## src/rtl/dma_rr_burst_reader.sv

```systemverilog
// Round-robin multi-channel DMA reader: grants one requester, streams a strided burst
// from a fixed-latency memory (one read per cycle) into a shared buffer, then pulses done.
module dma_rr_burst_reader #(
   parameter int NUM_CHANNELS      = 2,
   parameter int BUFFER_SIZE       = 20,
   parameter int MEM_ADDRESS_WIDTH = 10,
   parameter int COUNT_WIDTH       = 16,
   parameter int MEM_WIDTH         = 16,
   parameter int MEM_LATENCY       = 1,
   parameter int STRIDE_WIDTH      = 4,
   localparam int CH_W = (NUM_CHANNELS > 1) ? $clog2(NUM_CHANNELS) : 1
) (
   input  logic                                      clk,
   input  logic                                      rst_n,
   input  logic [NUM_CHANNELS-1:0]                   i_req,
   input  logic [NUM_CHANNELS*MEM_ADDRESS_WIDTH-1:0] i_address,
   input  logic [NUM_CHANNELS*COUNT_WIDTH-1:0]       i_count,
   input  logic [NUM_CHANNELS*STRIDE_WIDTH-1:0]      i_stride,
   output logic [NUM_CHANNELS-1:0]                   o_ack,
   output logic                                      o_mem_rd,
   output logic [MEM_ADDRESS_WIDTH-1:0]              o_mem_addr,
   input  logic [MEM_WIDTH-1:0]                      i_mem_data,
   output logic [BUFFER_SIZE*MEM_WIDTH-1:0]          o_buffer,
   output logic                                      o_busy,
   output logic                                      o_done,
   output logic [CH_W-1:0]                           o_done_ch,
   output logic                                      o_clamped
);

   localparam int K_W = $clog2(BUFFER_SIZE + 1);
   localparam int D_W = (MEM_LATENCY > 1) ? $clog2(MEM_LATENCY) : 1;

   typedef enum logic [1:0] {S_IDLE, S_ISSUE, S_DRAIN, S_DONE} state_t;

   state_t                         state_q, state_d;
   logic [CH_W-1:0]                rr_q;
   logic [CH_W-1:0]                grant_q;
   logic [MEM_ADDRESS_WIDTH-1:0]   addr_q;
   logic [STRIDE_WIDTH-1:0]        stride_q;
   logic [K_W-1:0]                 n_q;
   logic [K_W-1:0]                 k_q;
   logic [D_W-1:0]                 dcnt_q;
   logic                           clamped_q;
   logic [NUM_CHANNELS-1:0]        ack_q;
   logic [MEM_WIDTH-1:0]           buf_q [BUFFER_SIZE];
   logic                           pv_q  [MEM_LATENCY];
   logic [K_W-1:0]                 pi_q  [MEM_LATENCY];

   logic [CH_W-1:0]                gnt;
   logic                           found;
   logic [CH_W-1:0]                rr_nxt;
   logic [MEM_ADDRESS_WIDTH-1:0]   sel_addr;
   logic [COUNT_WIDTH-1:0]         sel_cnt;
   logic [STRIDE_WIDTH-1:0]        sel_stride;
   logic                           sel_clamp;
   logic [K_W-1:0]                 sel_n;
   logic                           last_word;

   // First requester at or after the round-robin pointer.
   always_comb begin
      gnt   = '0;
      found = 1'b0;
      for (int i = 0; i < NUM_CHANNELS; i++) begin
         if (!found && i_req[(int'(rr_q) + i) % NUM_CHANNELS]) begin
            found = 1'b1;
            gnt   = CH_W'((int'(rr_q) + i) % NUM_CHANNELS);
         end
      end
   end

   assign rr_nxt     = (int'(gnt) == NUM_CHANNELS - 1) ? '0 : gnt + CH_W'(1);
   assign sel_addr   = i_address[int'(gnt)*MEM_ADDRESS_WIDTH +: MEM_ADDRESS_WIDTH];
   assign sel_cnt    = i_count[int'(gnt)*COUNT_WIDTH +: COUNT_WIDTH];
   assign sel_stride = i_stride[int'(gnt)*STRIDE_WIDTH +: STRIDE_WIDTH];
   assign sel_clamp  = sel_cnt > COUNT_WIDTH'(BUFFER_SIZE);
   assign sel_n      = sel_clamp ? K_W'(BUFFER_SIZE) : K_W'(sel_cnt);
   assign last_word  = (k_q == n_q - K_W'(1));

   always_comb begin
      state_d    = state_q;
      o_mem_rd   = 1'b0;
      o_mem_addr = '0;
      o_busy     = (state_q != S_IDLE);
      o_done     = 1'b0;
      o_done_ch  = '0;
      o_clamped  = 1'b0;
      case (state_q)
         S_IDLE: begin
            if (found) state_d = (sel_n == '0) ? S_DONE : S_ISSUE;
         end
         S_ISSUE: begin
            o_mem_rd   = 1'b1;
            o_mem_addr = addr_q;
            if (last_word) state_d = S_DRAIN;
         end
         S_DRAIN: begin
            if (dcnt_q == '0) state_d = S_DONE;
         end
         S_DONE: begin
            o_done    = 1'b1;
            o_done_ch = grant_q;
            o_clamped = clamped_q;
            state_d   = S_IDLE;
         end
         default: state_d = S_IDLE;
      endcase
   end

   assign o_ack = ack_q;

   always_ff @(posedge clk or negedge rst_n) begin
      if (!rst_n) begin
         state_q   <= S_IDLE;
         rr_q      <= '0;
         grant_q   <= '0;
         addr_q    <= '0;
         stride_q  <= '0;
         n_q       <= '0;
         k_q       <= '0;
         dcnt_q    <= '0;
         clamped_q <= 1'b0;
         ack_q     <= '0;
         for (int b = 0; b < BUFFER_SIZE; b++) buf_q[b] <= '0;
         for (int p = 0; p < MEM_LATENCY; p++) begin
            pv_q[p] <= 1'b0;
            pi_q[p] <= '0;
         end
      end else begin
         state_q <= state_d;
         ack_q   <= '0;
         // Outstanding-read tracker: slot MEM_LATENCY-1 marks data present this cycle.
         pv_q[0] <= (state_q == S_ISSUE);
         pi_q[0] <= k_q;
         for (int p = 1; p < MEM_LATENCY; p++) begin
            pv_q[p] <= pv_q[p-1];
            pi_q[p] <= pi_q[p-1];
         end
         if (state_q == S_IDLE && found) begin
            grant_q    <= gnt;
            addr_q     <= sel_addr;
            stride_q   <= sel_stride;
            n_q        <= sel_n;
            k_q        <= '0;
            clamped_q  <= sel_clamp;
            rr_q       <= rr_nxt;
            ack_q[gnt] <= 1'b1;
            for (int b = 0; b < BUFFER_SIZE; b++) buf_q[b] <= '0;
         end else if (state_q == S_ISSUE) begin
            addr_q <= addr_q + MEM_ADDRESS_WIDTH'(stride_q);
            k_q    <= k_q + K_W'(1);
            if (last_word) dcnt_q <= D_W'(MEM_LATENCY - 1);
         end else if (state_q == S_DRAIN && dcnt_q != '0) begin
            dcnt_q <= dcnt_q - D_W'(1);
         end
         if (pv_q[MEM_LATENCY-1]) buf_q[pi_q[MEM_LATENCY-1]] <= i_mem_data;
      end
   end

   for (genvar k = 0; k < BUFFER_SIZE; k++) begin : g_pack
      assign o_buffer[k*MEM_WIDTH +: MEM_WIDTH] = buf_q[k];
   end

endmodule

```

## config.mk

```make
export PLATFORM = sky130hd
export DESIGN_NAME = dma_rr_burst_reader
export DESIGN_NICKNAME = d
export VERILOG_FILES = /design/src/rtl/dma_rr_burst_reader.sv
export SDC_FILE = /design/constraint.sdc
export NUM_CORES = 1
export LEC_CHECK = 0
export ABC_AREA = 1
export CORE_ASPECT_RATIO = 2
export CORE_UTILIZATION = 50
export DETAILED_ROUTE_END_ITERATION = 10
export PLACE_DENSITY = 0.83
export SLEW_MARGIN = 10
export SYNTH_ARGS = -nofsm -noshare
export SYNTH_HDL_FRONTEND = slang
export SYNTH_SLANG_ARGS = --single-unit
```

## constraint.sdc

```tcl
create_clock -name clk -period 3.6 [get_ports clk]
set_input_delay 0.72 -clock clk [delete_from_list [all_inputs] [get_ports clk]]
set_output_delay 0.72 -clock clk [all_outputs]
set_load 0.1 [all_outputs]
```

==> Word level (Yosys, flattened, before mapping) <==
Index checks and enable logic that the tools add are counted.
{ "totals": {"reg_bits": 358, "latchBits": 0, "ramBits": 0, "romBits": 0, "input_bits": 80, "output_inout_bits": 337, "mem_count": 0} }
{ "classes": {"n_addsub": 6, "n_mul": 1, "div_mod_pow": 0, "magnitude_cmp": 7, "n_eq_ne": 7, "n_shift": 3, "n_mux": 36, "n_bitwise": 3, "n_reduce_logical": 13} }
{ "op_table": {"columns": ["op", "count"], "rows": [
  ["2-to-1 mux 320 bit", 2],
  ["bitwise mux 320 bit", 1],
  ["demux 16 bit (select 5 bit)", 1],
  ["variable part select 32 x 6 -> 16 bit", 1],
  ["2-to-1 mux 10 bit", 3],
  ["variable part select 20 x 6 -> 10 bit", 1],
  ["2-to-1 mux 1 bit", 18],
  ["greater-than comparator 16 x 5 -> 1 bit, second input constant", 1],
  ["2-to-1 mux 16 bit", 1],
  ["2-to-1 mux 5 bit", 3],
  ["adder 10 x 4 -> 10 bit", 1],
  ["2-to-1 mux 2 bit", 5],
  ["one-hot mux 2 bit (4 select lines)", 1],
  ["variable part select 8 x 4 -> 4 bit", 1],
  ["greater-or-equal comparator 6 bit, second input constant", 1],
  ["< comparator 6 x 1 -> 1 bit, second input constant", 1],
  ["inequality test 2 bit, second input constant", 3],
  ["inverter 5 -> 6 bit", 1],
  ["AND reduction 3 bit", 2],
  ["nonzero test 2 bit", 3],
  ["adder 5 x 1 -> 5 bit, second input constant", 1],
  ["== test 5 bit", 1],
  ["logical AND 1 bit", 5],
  ["logical NOT 5 bit", 1],
  ["other kinds (14)", 17]
]} }

==> Longest topological paths before layout <==
Gate-level depths: netlist of the first run.
{ "logic_depth": {"depth_word": 14, "ltp_mapped": 13, "mapped_depth_nobuf": 13} }

==> Least setup slack after synthesis of the first run <==
Ideal clock, no wire load.
{ "synth_timing": {"path_type": "reg2out", "from": "reg state_q[1]", "to": "out o_mem_addr[1]", "arrival_time_ns": 2.550, "path_slack_ns": 0.330, "path_stages_with_launch": 7, "path_buffers": 2, "path_cell_list": "dfrtp_1 -> inv_1 -> ha_1 -> clkbuf_1 -> buf_1 -> nand2_1 -> inv_1"} }
{ "synth_via": {"elab_chain_cells": 2} }
{ "synth_lines": {"columns": ["item", "line_no", "rtl"], "rows": [
  ["start, declared", "35", "state_t state_q, state_d;"],
  ["start signal, assigned", "129", "state_q <= state_d;"],
  ["== test 2 x 1 -> 1 bit", "87", "case (state_q)"],
  ["2-to-1 mux 10 bit", "87", null],
  ["end, declared", "21", "output logic [MEM_ADDRESS_WIDTH-1:0] o_mem_addr,"]
]} }
No other way between the ends.

==> Worst setup path in the final report of the first run <==
{ "layout_timing": {"from": "reg state_q[1]", "to": "out o_mem_addr[5]"} }
The elaborated chain is that of the path after synthesis.

==> impl_results.md, run 1 <==
- Share of cells above drive strength 1: 6.16%
- PortBufs: about 420
- Worst Setup End Kind: output pin
- Largest delay share family, worst path: adder cells
- Initial DRC Count: 891
- Post-DR wirelength/cell: 21.2 um
- Register area share after synthesis: between 60% and 70%
- Vias: 12700
- Crit path required time: 2.88 ns
- Clk root buf: clkbuf_16
- Die Y: approximately 240 um
- Number of buffers and inverters on the critical path: 3
- Synth top area share: about three fifths
- DRT Pass-1 Iters: 8
- Lkg Pwr: 0.00880 uW
- Ports: 417
- Flop2flop setup slack: approximately 1.2 ns
- Mapped Area: ~14000 um2
- Routed wl met3: about 3.4 mm
- GPL Wtd Cong: about 0.91
- Resize count post-CTS: 0
- DIE WIDTH: 122 um
- Unrepaired setup endpoints after global routing: no
- Final ANT Viol Nets: 0
- Fmax: 330 MHz
- Die area: ~30000 um2
- Synth Instances: approximately 1500
- Yosys top cell by area: dfrtp_1
- Vias in the first global route: about 13000
- Metal1 wirelength: between 15 and 20 mm
- # diodes: 0
- Initial Utilization: around half
- Syn Nets: between 1500 and 2000
- Tmin final: around 3.0 ns
- Max transition margin: between 20 and 25%
- Area delta synth->final: 36.1%
- H-tree levels: 1
- Critical-path maximum fanout: 20
- Area of the multi-input gates: 4630 um2
- Worst vdd ir: 991 uV
- Final TNS setup: 0 ns
- Synth warnings: 0
- Fin nets: between 1500 and 2000
- Synth unique cells: 36
- Max_cap viols: 0
- Yosys reg bits: approximately 360
- Power Density: around 790 nW/um2
- Critical Path Max Stage Delay: 0.67 ns
- Mean Syn Cell Area: 9.69 um2
- Crit path kind: register to output pin
- Post-CTS Hold Fix Bufs: 0
- # DRC: 0
- Least-Margin Pin Slew: about 1.2 ns
- Site Rows: 87
- Initial antenna violation count: 0
- Part of the cycle the worst path needs: 84.1%
- Final WL: roughly 47 mm
- Clk buf depth: 3
- Slew Limit Fails: 0
- Global-route wire length before repair: slightly above 70 mm
- Clock Skew: slightly below 0.02 ns
- Hold Slack: between 0.1 and 0.15 ns
- HPWL after DPL: about 31 mm
- Total core area: approximately 28000 um2
- GRT overflow: 0
- CTS Buf Count: 30
- Highest routed layer: met4
- GR Util All Layers: a little under a third
- Synth top area cells: dfrtp_1, nand3_1, o21ai_0, nand2_1, buf_2
- Skew-Pair Late Insertion Delay: about 0.57 ns
- Crit path DAT: about 2.3 ns
- Sequential cell area: 8960 um2
- Hold WC Path Type: input port to asynchronous set/reset pin
- Via-per-instance ratio: around 5.8
- CP startpoint kind: register
- Layout filler cell count: roughly 2100
- Worst-path cell chain: inv_1 > ha_1 > nand2_1 > inv_1 > buf_4
- Crit-path most repeated cell: inv_1
- Crit-path slowest cell: ha_1
- Clock transition at path regs: approximately 0.070 ns
- Fin. Hold Viols: 0
- Pin count of the biggest net entering global routing: about 160
- Status: complete, no violations
- CTS tree: yes
- WL met2: 24.1 mm
- Postcts setup bufs: 0
- Clk sinks: 358
- Setup-failing EPs final: 0
cell families after synthesis:
logic type,Yosys count,share of synthesized area [%]
adder cells (fa/ha/maj),11,1.00
XOR/XNOR,2,0.121
AND/OR/NAND/NOR,549,17.8
flip-flops,358,61.8
buffers and inverters,211,6.31
AO/OA/AOI/OAI,364,12.9
placed cells by master, fill, tap and decap left out, types with 2 or more instances in the layout:
cell | Yosys | routed
a21oi_1 | 14 | 14
a22oi_1 | 8 | 8
a31oi_1 | 3 | 3
buf_12 | 0 | 7
buf_4 | 3 | 39
bufinv_16 | 0 | 4
clkbuf_16 | 0 | 31
clkbuf_8 | 0 | 4
clkdlybuf4s50_1 | 0 | 388
clkinv_2 | 0 | 6
clkinv_4 | 0 | 2
clkinvlp_4 | 0 | 5
dfrtp_1 | 358 | 358
ha_1 | 10 | 10
inv_1 | 75 | 75
inv_6 | 0 | 3
nand2_1 | 141 | 141
nand3_1 | 346 | 346
nand3b_1 | 2 | 2
nand4_1 | 3 | 3
nor2_1 | 38 | 38
nor2_4 | 2 | 2
nor3_1 | 8 | 8
nor3_2 | 4 | 4
o211ai_1 | 3 | 3
o21ai_0 | 329 | 329
or2_2 | 2 | 2
synth_stat cells:
library cell	instances
a21oi_1	14
a31oi_1	3
o21bai_1	1
nand2_1	141
o22ai_1	1
nor4_1	1
xnor2_1	1
xor2_1	1
buf_2	70
or2_2	2
clkbuf_1	49
buf_6	1
nor2_4	2
o211ai_1	3
nor3_4	1
o21ai_1	1
nand3b_1	2
buf_4	3
a22oi_1	8
nor3_2	4
buf_1	1
a21oi_2	1
clkbuf_2	12
o21ai_2	1
fa_1	1
nor3_1	8
dfrtp_1	358
nor2_1	38
a21boi_0	1
nand4_1	3
ha_1	10
inv_1	75
nand2_2	1
o21ai_0	329
nand3_1	346
o21a_1	1
final timing paths:
path                                              from                       to  cells after the start
worst max-delay path            state_q[1]$_DFFE_PN0P_            o_mem_addr[5]                      5
worst min-delay path                             rst_n  o_buffer[250]$_DFF_PN0_                      1
worst max register to register       pi_q[2]$_DFF_PN0_  o_buffer[110]$_DFF_PN0_                      5
worst min register to register      k_q[4]$_DFFE_PN0P_        pi_q[4]$_DFF_PN0_                      0
max in group asynchronous                        rst_n  o_buffer[215]$_DFF_PN0_                      3
min in group clk                    k_q[4]$_DFFE_PN0P_        pi_q[4]$_DFF_PN0_                      0
where the power goes:
part	internal (uW)	total (uW)	switching (uW)
clock	1960	3510	1550
sequential	4580	4970	392
combinational	1500	7060	5570
total	8030	15500	7510
registers in the layout, summed over array words and instances (netlist names), 2 cells and up:
register  count
o_buffer    320
addr_q       10
k_q           5
n_q           5
pi_q          5
stride_q      4
o_ack         2
state_q       2
metal layers:
layer	track usage (%)	up-vias
li1	-	5760
met2	54.4	666
met4	18.6	0
met5	0	-
met1	35.9	6148
met3	5.38	166
through the flow:
step	utilization [%]	std cells	setup WS (ns)	power, uW	instance area, um2
after floorplan	-	1495	0.330	10300	14500
after global placement	65.9	2150	0.932	11900	18600
after detailed placement	65.9	2150	0.910	12100	18600
after CTS	69.6	2206	0.556	15600	19700
after global routing	69.6	2206	0.491	16100	19700
final	69.6	2206	0.574	15500	19700
area by class of cell:
cell class                 instances  share of cell area, %
tap                              356                   2.26
clock inverter                    20                   1.17
inverter                          75                   1.43
timing repair buffer             435                   22.0
sequential                       358                   45.5
clock buffer                      36                   4.23
multi-input combinational        926                   23.5
(Power assumes the default switching activity.)
==> run 2, diff against run 1 <==
CORE_UTILIZATION = 43   (was 50)
PLACE_DENSITY = 0.76   (was 0.83)
clock period = 2.47 ns   (was 3.6 ns; I/O delays follow)
==> run 2 against run 1 <==
  * Core utilization decreased by 9.7 points
  * Final area up 0.46%
  * Global-route usage fell by 3.6 points
  * Sequential cell count is the same
  * Sequential share of layout area down 0.21 points
  * Via count increased by 1.7%
  * Register-to-register slack worse by 0.58 ns
  * Largest power group unchanged
==> impl_results.md, run 2 (synthesis gave the netlist of run 1 again) <==
- CTS tree: yes
- Crit-path most repeated cell: inv_1
- # DRC: 0
- Setup-failing EPs final: 0
- Die area: between 30000 and 40000 um2
- Die Y: 262 um
- Crit-path slowest cell: dfrtp_1
- Max reg flops: 320
- Final WL: between 40 and 50 mm
- GR Util All Layers: around 28%
- Ports: 417
- Layout filler cell count: approximately 2700
- Power Density: about 1200 nW/um2
- Area delta synth->final: 36.7%
- Clock Skew: approximately 0.020 ns
- Final std cells w/o fill: ~2300
- Least-Margin Pin Slew: around 0.66 ns
- Initial DRC Count: 799
- Critical Path Max Stage Delay: approximately 0.45 ns
- Initial antenna violation count: 1
- H-tree levels: 1
- CP startpoint: state_q[0]$_DFFE_PN0P_
- Share of cells above drive strength 1: 25.8%
- Fmax: roughly 420 MHz
- Post-DR wirelength/cell: between 20 and 25 um
- Clk buf depth: 3
- Fin nets: a little under 2000
- DRT Pass-1 Iters: 5
- Placed Cells: 2282
- Total core area: roughly 33000 um2
- Slew Limit Fails: 0
- Unrepaired setup endpoints after global routing: no
- Hold WC Path Type: input port to asynchronous set/reset pin
- HPWL after DPL: 33.2 mm
- DIE WIDTH: 132 um
- Most frequent cells in the layout: buf_4, dfrtp_1, nand3_1
- Crit path kind: register to output pin
- Tmin final: between 2 and 2.5 ns
- Part of the cycle the worst path needs: 95.9%
- PortBufs: ~420
- Fin. Hold Viols: 0
- Lkg Pwr: roughly 0.01 uW
- Global-route wire length before repair: between 70 and 80 mm
- Vias: around 13000
- GRT overflow: 0
- Crit path DAT: 1.87 ns
- Max_cap viols: 0
- Final ANT Viol Nets: 0
- Initial Utilization: 43.8%
- CTS Buf Count: 31
- Hold Slack: 0.460 ns
- Via-per-instance ratio: approximately 5.5
- Critical-path maximum fanout: 5
- Worst-path cell chain: inv_1 > ha_2 > inv_1 > buf_12
- Crit path required time: a little under 2 ns
- Commonest non-fill, non-tap cell in the layout: buf_4
- Skew-Pair Late Insertion Delay: approximately 0.58 ns
- Clk sinks: 358
- Status: complete, no violations
- Vias in the first global route: between 10000 and 15000
- RR Startpoint: addr_q[0]$_DFFE_PN0P_
- GPL Wtd Cong: roughly 0.9
- Clk root buf: clkbuf_16
- Pin count of the biggest net entering global routing: between 70 and 80
- Site Rows: 94
- Final TNS setup: 0 ns
- Max transition margin: about 56%
- CP startpoint kind: register
- Worst vdd ir: between 1000 and 1500 uV
- Clock transition at path regs: roughly 0.070 ns
- Worst Setup End Kind: output pin
run 2: critical path, delay by kind of cell (launching register included):
kind | cells | cell delay (ns)
adders and majority gates | 1 | 0.25
buffers and inverters | 3 | 0.59
DFF | 1 | 0.45
run 2: repair_timing:
action	in CTS	in global routing
hold buffers	1	0
buffers inserted	0	1
pin swaps	0	0
setup endpoints to repair	1	7
endpoints found under the hold margin	48	0
resized for setup	1	0
run 2: layout make-up:
class | instances | area, um2 | share of cell area [%]
repair buffers | 493 | 4180 | 21.1
flip-flops and latches | 358 | 8960 | 45.2
inverters | 75 | 308 | 1.55
clock inverters | 23 | 338 | 1.71
well taps | 432 | 541 | 2.73
clock buffers | 35 | 831 | 4.20
multi-input cells | 926 | 4640 | 23.4
diodes | 1 | 2.50 | 0.0126
run 2: per-layer routing:
metal	vias up	GRT usage, %	part of all wire (%)
met5	-	0	0
met4	0	16.9	6.0
met3	146	3.56	5.9
met2	599	50.2	52
met1	6331	31.7	36
li1	5877	-	-
run 2: path summary, 6_finish.rpt:
check                      depth (start not counted)                 endpoint  slack [ns]
hold / removal                                     2  o_buffer[248]$_DFF_PN0_        0.46
hold reg to reg                                    0        pi_q[1]$_DFF_PN0_        0.47
max in group asynchronous                          3   o_buffer[66]$_DFF_PN0_        1.14
setup reg to reg                                  10    addr_q[8]$_DFFE_PN0P_        0.57
setup / recovery                                   4                   o_busy        0.10
min in group clk                                   3  stride_q[1]$_DFFE_PN0P_        0.46
run 2: through the flow:
stage / worst slack (ns) / utilization (%) / instance area [um2] / total power [uW]
finish: 0.102 / 59.9 / 19800 / 23400
global route: 0.0422 / 59.9 / 19800 / 24300
CTS: 0.0273 / 59.9 / 19800 / 23500
detailed placement: 0.182 / 56.3 / 18600 / 18000
global placement: 0.267 / 56.3 / 18600 / 17900
floorplan: 0.000758 / - / 14500 / 15000
run 2: where the power goes:
group          internal [uW]  switching [uW]
Clock                   3180            2270
Combinational           2440            8260
Sequential              6680             598
